`config.mk`:
```
export PLATFORM = sky130hd
export DESIGN_NAME = spi_master
export DESIGN_NICKNAME = d
export VERILOG_FILES = /design/src/rtl/spi_pkg.sv /design/src/rtl/spi_clk_div.sv /design/src/rtl/spi_master.sv
export SDC_FILE = /design/constraint.sdc
export NUM_CORES = 1
export LEC_CHECK = 0
export ABC_AREA = 1
export CAP_MARGIN = 40
export CORE_ASPECT_RATIO = 0.7
export CORE_MARGIN = 4
export CORE_UTILIZATION = 40
export DETAILED_ROUTE_END_ITERATION = 8
export GPL_TIMING_DRIVEN = 0
export PLACE_DENSITY = 0.71
export RECOVER_POWER = 50
export SYNTH_ARGS = -nofsm -noshare
export SYNTH_HDL_FRONTEND = slang
export SYNTH_SLANG_ARGS = --single-unit
export TNS_END_PERCENT = 50
```
`constraint.sdc`:
```
create_clock -name clk -period 2.6 [get_ports clk]
set_clock_uncertainty 0.1 [all_clocks]
set_input_delay 0.52 -clock clk [delete_from_list [all_inputs] [get_ports clk]]
set_output_delay 0.52 -clock clk [all_outputs]
set_load 0.02 [all_outputs]
```
`src/rtl/spi_pkg.sv`:
```
// Shared constants and state encoding for the SPI master and its clock divider.
package spi_pkg;

    localparam int DATA_WIDTH_DEF    = 16;
    localparam int BIT_CNT_WIDTH_DEF = 4;
    localparam int CLK_DIV_DEF       = 8;

    localparam logic [2:0] ENC_IDLE  = 3'd0;
    localparam logic [2:0] ENC_SETUP = 3'd1;
    localparam logic [2:0] ENC_XFER  = 3'd2;
    localparam logic [2:0] ENC_HOLD  = 3'd3;
    localparam logic [2:0] ENC_GAP   = 3'd4;

    typedef enum logic [2:0] {
        ST_IDLE  = ENC_IDLE,
        ST_SETUP = ENC_SETUP,
        ST_XFER  = ENC_XFER,
        ST_HOLD  = ENC_HOLD,
        ST_GAP   = ENC_GAP
    } state_e;

endpackage

```
`src/rtl/spi_clk_div.sv`:
```
// Half-period tick generator: down-counter reloaded on accept, parked at zero while idle.
module spi_clk_div #(
    parameter int CLK_DIV = 8
) (
    input  logic clk_i,
    input  logic rst_i,
    input  logic load_i,
    input  logic run_i,
    output logic tick_o,
    output logic pre_tick_o
);

    localparam int CNT_W = $clog2(CLK_DIV);
    localparam logic [CNT_W-1:0] RELOAD = CNT_W'(CLK_DIV - 1);

    logic [CNT_W-1:0] cnt_q, cnt_d;

    always_comb begin
        cnt_d = cnt_q;
        if (load_i) begin
            cnt_d = RELOAD;
        end else if (!run_i) begin
            cnt_d = '0;
        end else if (cnt_q == '0) begin
            cnt_d = RELOAD;
        end else begin
            cnt_d = cnt_q - CNT_W'(1);
        end
    end

    always_ff @(posedge clk_i) begin
        if (rst_i) begin
            cnt_q <= '0;
        end else begin
            cnt_q <= cnt_d;
        end
    end

    assign tick_o     = run_i && (cnt_q == '0);
    // One cycle early, so GAP plus the IDLE accept cycle spans exactly CLK_DIV cycles of ss high.
    assign pre_tick_o = run_i && (cnt_q == CNT_W'(1));

endmodule

```
`src/rtl/spi_master.sv`:
```
// SPI mode-0 master: one MSB-first frame per accept, sck idle low, ss active low.
// SPI_MASTER_BURST_EN: a start in the done cycle chains the next frame with ss held low.
module spi_master
    import spi_pkg::*;
#(
    parameter int DATA_WIDTH    = DATA_WIDTH_DEF,
    parameter int BIT_CNT_WIDTH = BIT_CNT_WIDTH_DEF,
    parameter int CLK_DIV       = CLK_DIV_DEF
) (
    input  logic                  clk,
    input  logic                  rst,
    input  logic                  start,
    input  logic [DATA_WIDTH-1:0] din,
    output logic                  busy,
    output logic                  done,
    output logic [DATA_WIDTH-1:0] dout,
    output logic                  ss,
    output logic                  sck,
    output logic                  mosi,
    input  logic                  miso
);

    state_e                   state_q, state_d;
    logic [DATA_WIDTH-1:0]    tx_q, tx_d, rx_q, rx_d, dout_q, dout_d;
    logic [BIT_CNT_WIDTH-1:0] bit_cnt_q, bit_cnt_d;
    logic                     sck_q, sck_d, mosi_q, mosi_d;
    logic                     ss_q, ss_d, done_q, done_d;
    logic                     accept, tick, pre_tick, run;

    assign run = (state_q != ST_IDLE);

`ifdef SPI_MASTER_BURST_EN
    assign accept = start && ((state_q == ST_IDLE) || ((state_q == ST_GAP) && done_q));
    // A chained frame must not show a one-cycle ss release in the done cycle.
    assign ss     = ss_q & ~(done_q & start & ~rst);
`else
    assign accept = start && (state_q == ST_IDLE);
    assign ss     = ss_q;
`endif

    spi_clk_div #(.CLK_DIV(CLK_DIV)) u_clk_div (
        .clk_i      (clk),
        .rst_i      (rst),
        .load_i     (accept),
        .run_i      (run),
        .tick_o     (tick),
        .pre_tick_o (pre_tick)
    );

    always_comb begin
        state_d   = state_q;
        tx_d      = tx_q;
        rx_d      = rx_q;
        dout_d    = dout_q;
        bit_cnt_d = bit_cnt_q;
        sck_d     = sck_q;
        mosi_d    = mosi_q;
        ss_d      = ss_q;
        done_d    = 1'b0;
        case (state_q)
            ST_SETUP: if (tick) state_d = ST_XFER;
            ST_XFER: begin
                if (tick && !sck_q) begin
                    sck_d     = 1'b1;
                    rx_d      = {rx_q[DATA_WIDTH-2:0], miso};
                    bit_cnt_d = bit_cnt_q + BIT_CNT_WIDTH'(1);
                end else if (tick) begin
                    sck_d = 1'b0;
                    // Counter has wrapped to zero only after the last rising edge.
                    if (bit_cnt_q == '0) begin
                        state_d = ST_HOLD;
                    end else begin
                        tx_d   = tx_q << 1;
                        mosi_d = tx_q[DATA_WIDTH-2];
                    end
                end
            end
            ST_HOLD: begin
                if (tick) begin
                    done_d  = 1'b1;
                    dout_d  = rx_q;
                    ss_d    = 1'b1;
                    state_d = ST_GAP;
                end
            end
            ST_GAP: if (pre_tick) state_d = ST_IDLE;
            default: ;
        endcase
        if (accept) begin
            state_d   = ST_SETUP;
            tx_d      = din;
            mosi_d    = din[DATA_WIDTH-1];
            ss_d      = 1'b0;
            sck_d     = 1'b0;
            bit_cnt_d = '0;
        end
    end

    always_ff @(posedge clk) begin
        if (rst) begin
            state_q   <= ST_IDLE;
            tx_q      <= '0;
            rx_q      <= '0;
            dout_q    <= '0;
            bit_cnt_q <= '0;
            sck_q     <= 1'b0;
            mosi_q    <= 1'b0;
            ss_q      <= 1'b1;
            done_q    <= 1'b0;
        end else begin
            state_q   <= state_d;
            tx_q      <= tx_d;
            rx_q      <= rx_d;
            dout_q    <= dout_d;
            bit_cnt_q <= bit_cnt_d;
            sck_q     <= sck_d;
            mosi_q    <= mosi_d;
            ss_q      <= ss_d;
            done_q    <= done_d;
        end
    end

    assign busy = run;
    assign done = done_q;
    assign dout = dout_q;
    assign sck  = sck_q;
    assign mosi = mosi_q;

endmodule

```
# After elaboration in Yosys (flattened, before gate mapping)
# Index checks and enable logic that the tools add are counted.
totals:
  reg_bits: 61
  inputBits: 20
  out_inout_bits: 21
  word_cells: 84
op_classes:
  add_sub_neg: 2
  n_eq_ne: 19
  muxes: 27
  n_bitwise: 1
  n_reduce_logical: 24
ops:
  columns: ["operator", "count"]
  rows:
  - ["15-bit two-way mux", 5]
  - ["3-bit two-way mux", 9]
  - ["3-bit != test, second input constant", 6]
  - ["2-bit != test, second input constant", 8]
  - ["7-bit AND reduction", 2]
  - ["1-bit two-way mux", 12]
  - ["3-bit one-hot mux with 4 select lines", 1]
  - ["2-bit AND reduction", 4]
  - ["2-bit nonzero test", 4]
  - ["3-bit by 1-bit == test with 1-bit output, second input constant", 2]
  - ["3-bit by 2-bit == test with 1-bit output, second input constant", 2]
  - ["3-bit logical NOT", 2]
  - ["5-bit nonzero test", 1]
  - ["4-bit by 1-bit adder with 4-bit output, second input constant", 1]
  - ["1-bit logical AND", 4]
  - ["4-bit logical NOT", 1]
  - ["4-bit AND reduction", 1]
  - ["4-bit nonzero test", 1]
  - ["2-bit OR reduction", 2]
  - ["3-bit == test, second input constant", 1]
  - ["3-bit nonzero test", 1]
  - ["3-bit by 1-bit subtractor with 3-bit output, second input constant", 1]
  - ["1-bit logical NOT", 1]
  - ["1-bit inverter", 1]

# Longest topological paths before layout
# Gate-level depths: netlist of the first run.
depth:
  ltp_word: 6
  mapped_depth: 11
  depth_no_buf: 10

# Modules after synthesis
# Synthesis of the first run repeated with hierarchy kept, for this count alone.
unflattened:
  hier_cells: 360
  area_unflattened_um2: 2580.0
by_module_without_submodules:
  columns: ["module", "instances", "cells_per_inst", "area_per_inst_um2", "seq_area_each_um2"]
  rows:
  - ["spi_master", 1, 335, 2396.0, 1161.1]
  - ["spi_clk_div", 1, 25, 183.9, 60.1]

# Worst setup path before layout of the first run
# No wires, ideal clock.
synth_timing:
  path_kind: "register to register"
  startpoint: "register u_clk_div.cnt_q[0]"
  endpoint: "register tx_q[12]"
  setup_ns: 0.112
  arrival_time_ns: 1.421
  required_ns: 2.388
  path_slack_ns: 0.967
  stages_incl_launch_ff: 12
  path_buffers: 2
  period_less_slack_ns: 1.633
  path_cell_list: "dfxtp_1 inv_1 ha_1 inv_1 nor2_2 nand2_4 nand2_4 nand3_2 buf_6 buf_12 nor2_2 nor2_1"
synth_between:
  elab_chain_cells: 5
  word_cells_on_any_way: 6
  cone_classes: "1 x eq/ne; 5 x reduce/logical"
synth_rtl:
  columns: ["item", "line", "rtl"]
  rows:
  - ["start: declaration", "spi_clk_div.sv:16", "logic [CNT_W-1:0] cnt_q, cnt_d;"]
  - ["start signal: assignment", "spi_clk_div.sv:35", "cnt_q <= cnt_d;"]
  - ["3-bit logical NOT (*)", "spi_clk_div.sv:39", "assign tick_o = run_i && (cnt_q == '0);"]
  - ["1-bit logical AND (*)", "spi_clk_div.sv:39", null]
  - ["1-bit logical AND", "spi_master.sv:63", "if (tick && !sck_q) begin"]
  - ["2-bit != test (no source line)", null, null]
  - ["4-bit AND reduction (no source line) (*)", null, null]
  - ["end signal: assignment", "spi_master.sv:112", "tx_q <= tx_d;"]
  - ["end: declaration", "spi_master.sv:24", "logic [DATA_WIDTH-1:0] tx_q, tx_d, rx_q, rx_d, dout_q, dout_d;"]
# Mark *: on every way between the ends. The rest lies on a longest branch, timed or not.
# A chain may end at the register's enable or synchronous reset.

# Final worst setup path of the first run
layout_timing:
  startpoint: "register state_q[0]"
  endpoint: "output port busy"
layout_between:
  elab_chain_cells: 1
layout_rtl:
  columns: ["item", "line", "rtl"]
  rows:
  - ["start: declaration", "spi_master.sv:23", "state_e state_q, state_d;"]
  - ["start signal: assignment", "spi_master.sv:111", "state_q <= state_d;"]
  - ["3-bit nonzero test", "spi_master.sv:30", "assign run = (state_q != ST_IDLE);"]
  - ["end: declaration", "spi_master.sv:14", "output logic busy,"]
# No other way between the ends.

==> metrics.md, run 1 <==
| Metric | Value |
|---|---|
| DR vias/cell | `4.70` |
| CP startpoint kind | `flop` |
| Clock Sinks | `61` |
| Crit-path max FO | `9` |
| P_int | `0.00197 W` |
| R2R cell count | `9` |
| Die ar. | `0.00816 mm²` |
| Combinational power share | `37.2%` |
| Routed wire length | `5920 µm` |
| WL per Instance | `11.5 µm` |
| CTS max path bufs | `2` |
| Terminus of the critical flop-to-flop path | `tx_q[0]` |
| Global route total overflow | `0` |
| Commonest cells after routing, fill and taps aside | `99 x nand2_1, 61 x dfxtp_1, 57 x nor2_1, 30 x inv_1, 30 x o21ai_0` |
| Sequential element share of the synthesized area | `45.2%` |
| R2R Path Start | `u_clk_div.cnt_q[0]` |
| Hold_sp | `tx_q[0]` |
| Post-CTS sizing | `0` |
| CP endpoint kind | `primary output` |
| Slew Viols, Final | `0` |
| Fin crit share | `87.3%` |
| Slew HR | `63.9%` |
| Setup Buffers After CTS | `0` |
| Total GRT Usage | `15.3%` |
| I/O Buffers | `40` |
| ANT nets after route | `0` |
| R2R setup slack | `0.42 ns` |
| RSZ-0062 raised after global routing | `no` |
| Inserted Clock Buffers | `9` |
| MaxCap Viol Count | `0` |
| Leakage | `1.50 nW` |
| # DRC | `0` |
| Core area | `0.00640 mm²` |
| Starting Density | `42.3%` |
| Synth Register Bits | `61` |
| Nets | `446` |
| Clock Latency Late Sink | `0.33 ns` |
| CTS tree | `done` |
| Clock root cell | `clkbuf_8` |
| Setup TNS | `0 ns` |
| Setup violators final | `0` |
| H-tree levels | `3` |
| Synth cell types | `28` |
| First-pass GRT wire length | `10100 µm` |
| Syn Nets | `395` |
| Register area | `0.00122 mm²` |
| Cell area after synthesis | `0.00270 mm²` |
| Hold Path Stages | `2` |
| Multi-input gate area | `0.00121 mm²` |
| Required time of the critical path | `1.98 ns` |
| Psw | `0.00113 W` |
| Post-layout min period | `2.27 ns` |
| Worst-margin pin slew | `0.541 ns` |
| Placer Congestion | `0.860` |
| Status | `complete, no violations` |
| Final hold violation count | `0` |
| Pwr dens | `917 mW/mm²` |
| Clk network pwr share | `26.5%` |
| Largest net degree at the start of global routing | `11` |
| Fraction of power spent switching nets | `36.4%` |
| Fmax | `0.440 GHz` |
| IO Pins | `41` |
| Area Growth Syn to Fin | `25.0%` |
| Commonest non-fill, non-tap cell in the layout | `nand2_1` |
| CP arrival | `1.65 ns` |
| Hold Worst Slack | `0.372 ns` |
| Vias in the first global route | `2184` |
| Average size of a mapped cell | `7.31 µm²` |
| Sequential share of power | `36.3%` |
| Fill cell count | `630` |
| Initial antenna violation count | `0` |
| Hold Path End | `tx_q[0]` |
| CTS Hold Buffers Added | `0` |
| Share of cells above drive strength 1 | `9.86%` |
| DIE HEIGHT | `76.8 µm` |
| TritonRoute pass-1 iters | `4` |
| Post-Syn Instances | `370` |
| Rows | `24` |
| Hold WC Path Type | `reg -> reg` |
| Vias | `2432` |
| Iter 0 DRT Violations | `100` |
| Worst VDD drop | `349 µV` |
| Antenna Cells | `0` |
| Clk pin slew, worst setup/hold paths | `0.06 ns` |
| YS warnings | `0` |
| HPWL Detailed | `4300 µm` |
| WS Path Type | `reg -> out` |
| Die Wd | `106 µm` |
## layer usage
layer / global-route usage, % / share of wire, %
met2: 20.4 / 42
met4: 5.69 / 1.5
met1: 22.3 / 52
met3: 5.37 / 4.5
met5: 0 / 0
## state kept, by name, summed over array words and instances, names as in the netlist
| name | flops |
|---|---|
| state_q | 3 |
| sck | 1 |
| mosi | 1 |
| bit_cnt_q | 4 |
| done | 1 |
| dout | 16 |
| u_clk_div.cnt_q | 3 |
| rx_q | 16 |
| tx_q | 15 |
| ss | 1 |
## logic make-up after synthesis
| group | share of synthesized area (%) |
|---|---|
| compound gates | 13.5 |
| simple gates | 29.8 |
| buf+inv | 9.30 |
| fa+ha+maj | 2.31 |
| flops | 45.2 |
## cell type report
class / instances / area share (%)
flip-flops and latches: 61 / 36.1
multi-input cells: 260 / 35.8
inverters: 33 / 3.74
plain buffers: 16 / 3.40
well taps: 91 / 3.37
clock buffers: 12 / 4.29
clock inverters: 4 / 1.41
repair buffers: 40 / 11.8
## stage by stage
step / setup slack (ns) / cell area [µm²] / cells / total power, W / utilization [%]
floorplan: 0.967 / 2700 / 370 / 0.00206 / -
global placement: 0.413 / 3220 / 501 / 0.00231 / 50.3
detailed placement: 0.409 / 3220 / 501 / 0.00233 / 50.3
CTS: 0.317 / 3410 / 517 / 0.00316 / 53.3
global route: 0.201 / 3380 / 517 / 0.00332 / 52.9
finish: 0.329 / 3380 / 517 / 0.00310 / 52.9
## worst max-delay path by stage
stage | from | to | slack [ns] | cells after the start
after floorplan | u_clk_div.cnt_q[0] | tx_q[12] | 0.97 | 11
after global placement | rst | done | 0.41 | 4
after detailed placement | rst | rx_q[9] | 0.41 | 4
after CTS | state_q[0] | busy | 0.32 | 3
after global routing | u_clk_div.cnt_q[0] | tx_q[5] | 0.20 | 10
final | state_q[0] | busy | 0.33 | 3
## power groups by stage
stage	clock network (W)	logic (W)	registers, W
floorplan	0	0.000908	0.00115
global placement	0	0.00117	0.00114
detailed placement	0	0.00118	0.00115
CTS	0.000840	0.00119	0.00113
global route	0.000878	0.00130	0.00114
finish	0.000820	0.00115	0.00113
## Yosys cell counts (all sizes together)
library cell / number / area (µm²)
nand2: 102 / 408
nor2: 70 / 313
dfxtp: 61 / 1220
o21ai: 41 / 205
inv: 33 / 126
a21oi: 27 / 139
buf: 11 / 106
nand3: 10 / 72.6
clkbuf: 5 / 18.8
ha: 5 / 62.6
a31oi: 2 / 12.5
nand4: 1 / 6.26
nor3: 1 / 5.00
o21a: 1 / 7.51
## worst max-delay path: stages (launching register included)
cell and delay, ns:
dfxtp_1 0.46, nor2_4 0.11, nand2_4 0.13, clkdlybuf4s50_1 0.62
No activity file was read; power rests on OpenSTA's default activity.
==> inputs of run 2 (changes only) <==
--- a/config.mk
+++ b/config.mk
@@ -7,11 +7,12 @@
 export LEC_CHECK = 0
 export ABC_AREA = 1
 export CAP_MARGIN = 40
-export CORE_ASPECT_RATIO = 0.7
+export CORE_ASPECT_RATIO = 0.75
 export CORE_MARGIN = 4
 export CORE_UTILIZATION = 40
 export DETAILED_ROUTE_END_ITERATION = 8
 export GPL_TIMING_DRIVEN = 0
+export MAX_ROUTING_LAYER = met4
 export PLACE_DENSITY = 0.71
 export RECOVER_POWER = 50
 export SYNTH_ARGS = -nofsm -noshare
==> run 2 against run 1 <==
  * Global-route usage increased by 1.3 points
  * Cell count decreased by 1.9%
  * Count of clock-buffer cells in the layout decreased by 1
  * First-iteration DRC count increased by 22%
  * Worst setup slack improved by 0.0083 ns
  * Non-clock buffer count unchanged
  * Die area about the same
==> metrics.md, run 2 (synthesized netlist as in run 1, its figures left out) <==
| Metric | Value |
|---|---|
| Slew HR | `64.1%` |
| GR Layer Usage met1 | `22.0%` |
| Core Util, Final | `52.6%` |
| Clock root cell | `clkbuf_8` |
| R2R cell count | `9` |
| Non-filler instance count after layout | `507` |
| I/O Buffers | `40` |
| Clk pin slew, worst setup/hold paths | `0.06 ns` |
| Post-CTS sizing | `0` |
| Hold WC Path Type | `reg -> reg` |
| DIE HEIGHT | `79.2 µm` |
| Slew Viols, Final | `0` |
| CTS max path bufs | `2` |
| Clk network pwr share | `27.5%` |
| Iter 0 DRT Violations | `122` |
| Rows | `25` |
| Busiest grt layer | `met2` |
| Crit-path max FO | `9` |
| CTS Hold Buffers Added | `0` |
| HPWL Detailed | `4300 µm` |
| Clock Latency Late Sink | `0.34 ns` |
| First-pass GRT wire length | `10400 µm` |
| CP startpoint kind | `flop` |
| Setup violators final | `0` |
| Commonest non-fill, non-tap cell in the layout | `nand2_1` |
| GR met2 Demand/Resource | `24.1%` |
| ANT nets after route | `0` |
| Setup TNS | `0 ns` |
| RSZ-0062 raised after global routing | `no` |
| Core area | `0.00644 mm²` |
| Fraction of power spent switching nets | `36.4%` |
| Global route total overflow | `0` |
| Leakage | `1.51 nW` |
| Nets | `446` |
| Routed wire length | `6040 µm` |
| WL per Instance | `11.9 µm` |
| CTS tree | `done` |
| TritonRoute pass-1 iters | `4` |
| Largest net degree at the start of global routing | `12` |
| IO Pins | `41` |
| Post-layout min period | `2.26 ns` |
| Setup Buffers After CTS | `0` |
| Status | `complete, no violations` |
| Grt met3 use | `5.71%` |
| Die Wd | `103 µm` |
| Hold Worst Slack | `0.382 ns` |
| Required time of the critical path | `1.98 ns` |
| Combinational power share | `36.9%` |
| Area Growth Syn to Fin | `25.4%` |
| Total GRT Usage | `16.6%` |
| Final hold violation count | `0` |
| Vias | `2410` |
| Clock Sinks | `61` |
| Psw | `0.00115 W` |
| Share of cells above drive strength 1 | `10.3%` |
| CP arrival | `1.64 ns` |
| Sequential share of power | `35.6%` |
| DR vias/cell | `4.75` |
| # DRC | `0` |
| Fin crit share | `87.0%` |
| Vias in the first global route | `2322` |
| Worst-margin pin slew | `0.539 ns` |
| CP endpoint kind | `primary output` |
| Post-Place Cells | `491` |
| Design Area, Final | `0.00339 mm²` |
| Starting Density | `42.0%` |
| Worst VDD drop | `452 µV` |
| WS Path Type | `reg -> out` |
| Cell Area, Placed | `0.00321 mm²` |
| Antenna Cells | `0` |
| Initial antenna violation count | `0` |
| Commonest cells after routing, fill and taps aside | `99 x nand2_1, 61 x dfxtp_1, 57 x nor2_1, 31 x inv_1, 30 x o21ai_0` |
| Pwr dens | `932 mW/mm²` |
| Fmax | `0.442 GHz` |
| Inserted Clock Buffers | `9` |
| Hold Path Stages | `2` |
| P_int | `0.00201 W` |
| Placer Congestion | `0.821` |
| H-tree levels | `3` |
| MaxCap Viol Count | `0` |
| Die ar. | `0.00815 mm²` |
run 2: through the flow:
step | total power (W) | setup slack, ns
CTS | 0.00321 | 0.320
global route | 0.00340 | 0.148
detailed placement | 0.00233 | 0.383
global placement | 0.00231 | 0.396
floorplan | 0.00206 | 0.967
finish | 0.00316 | 0.338
run 2: critical path: stages (launching register included):
cell	delay, ns
dfxtp_1	0.45
nor2_4	0.10
nand2_4	0.13
clkdlybuf4s50_1	0.62
run 2: final timing paths:
check                     start      endpoint  slack (ns)
min reg2reg        bit_cnt_q[3]  bit_cnt_q[3]        0.38
max reg2reg  u_clk_div.cnt_q[0]       rx_q[5]        0.36
min                bit_cnt_q[3]  bit_cnt_q[3]        0.38
max                  state_q[0]          busy        0.34
run 2: power groups by stage:
stage | sequential, W | clock (W) | combinational, W
5_1_grt | 0.00114 | 0.000932 | 0.00133
3_5_place_dp | 0.00114 | 0 | 0.00119
4_1_cts | 0.00113 | 0.000887 | 0.00120
3_3_place_gp | 0.00114 | 0 | 0.00117
6_report | 0.00112 | 0.000868 | 0.00117
2_1_floorplan | 0.00115 | 0 | 0.000908
run 2: final cells by class:
type	count	area (µm²)
plain buffers	16	119
repair buffers	40	400
inverters	33	126
flip-flops and latches	61	1220
clock inverters	5	58.8
well taps	81	101
multi-input cells	260	1210
fillers	625	3050
clock buffers	11	151
run 2: layer usage:
layer / wire, µm / vias to the layer above / share of wire [%]
met1: 3070 / 1096 / 51
met2: 2670 / 47 / 44
met4: 59 / 0 / 0.98
li1: - / 1260 / -
met5: 0 / - / 0
met3: 252 / 7 / 4.2
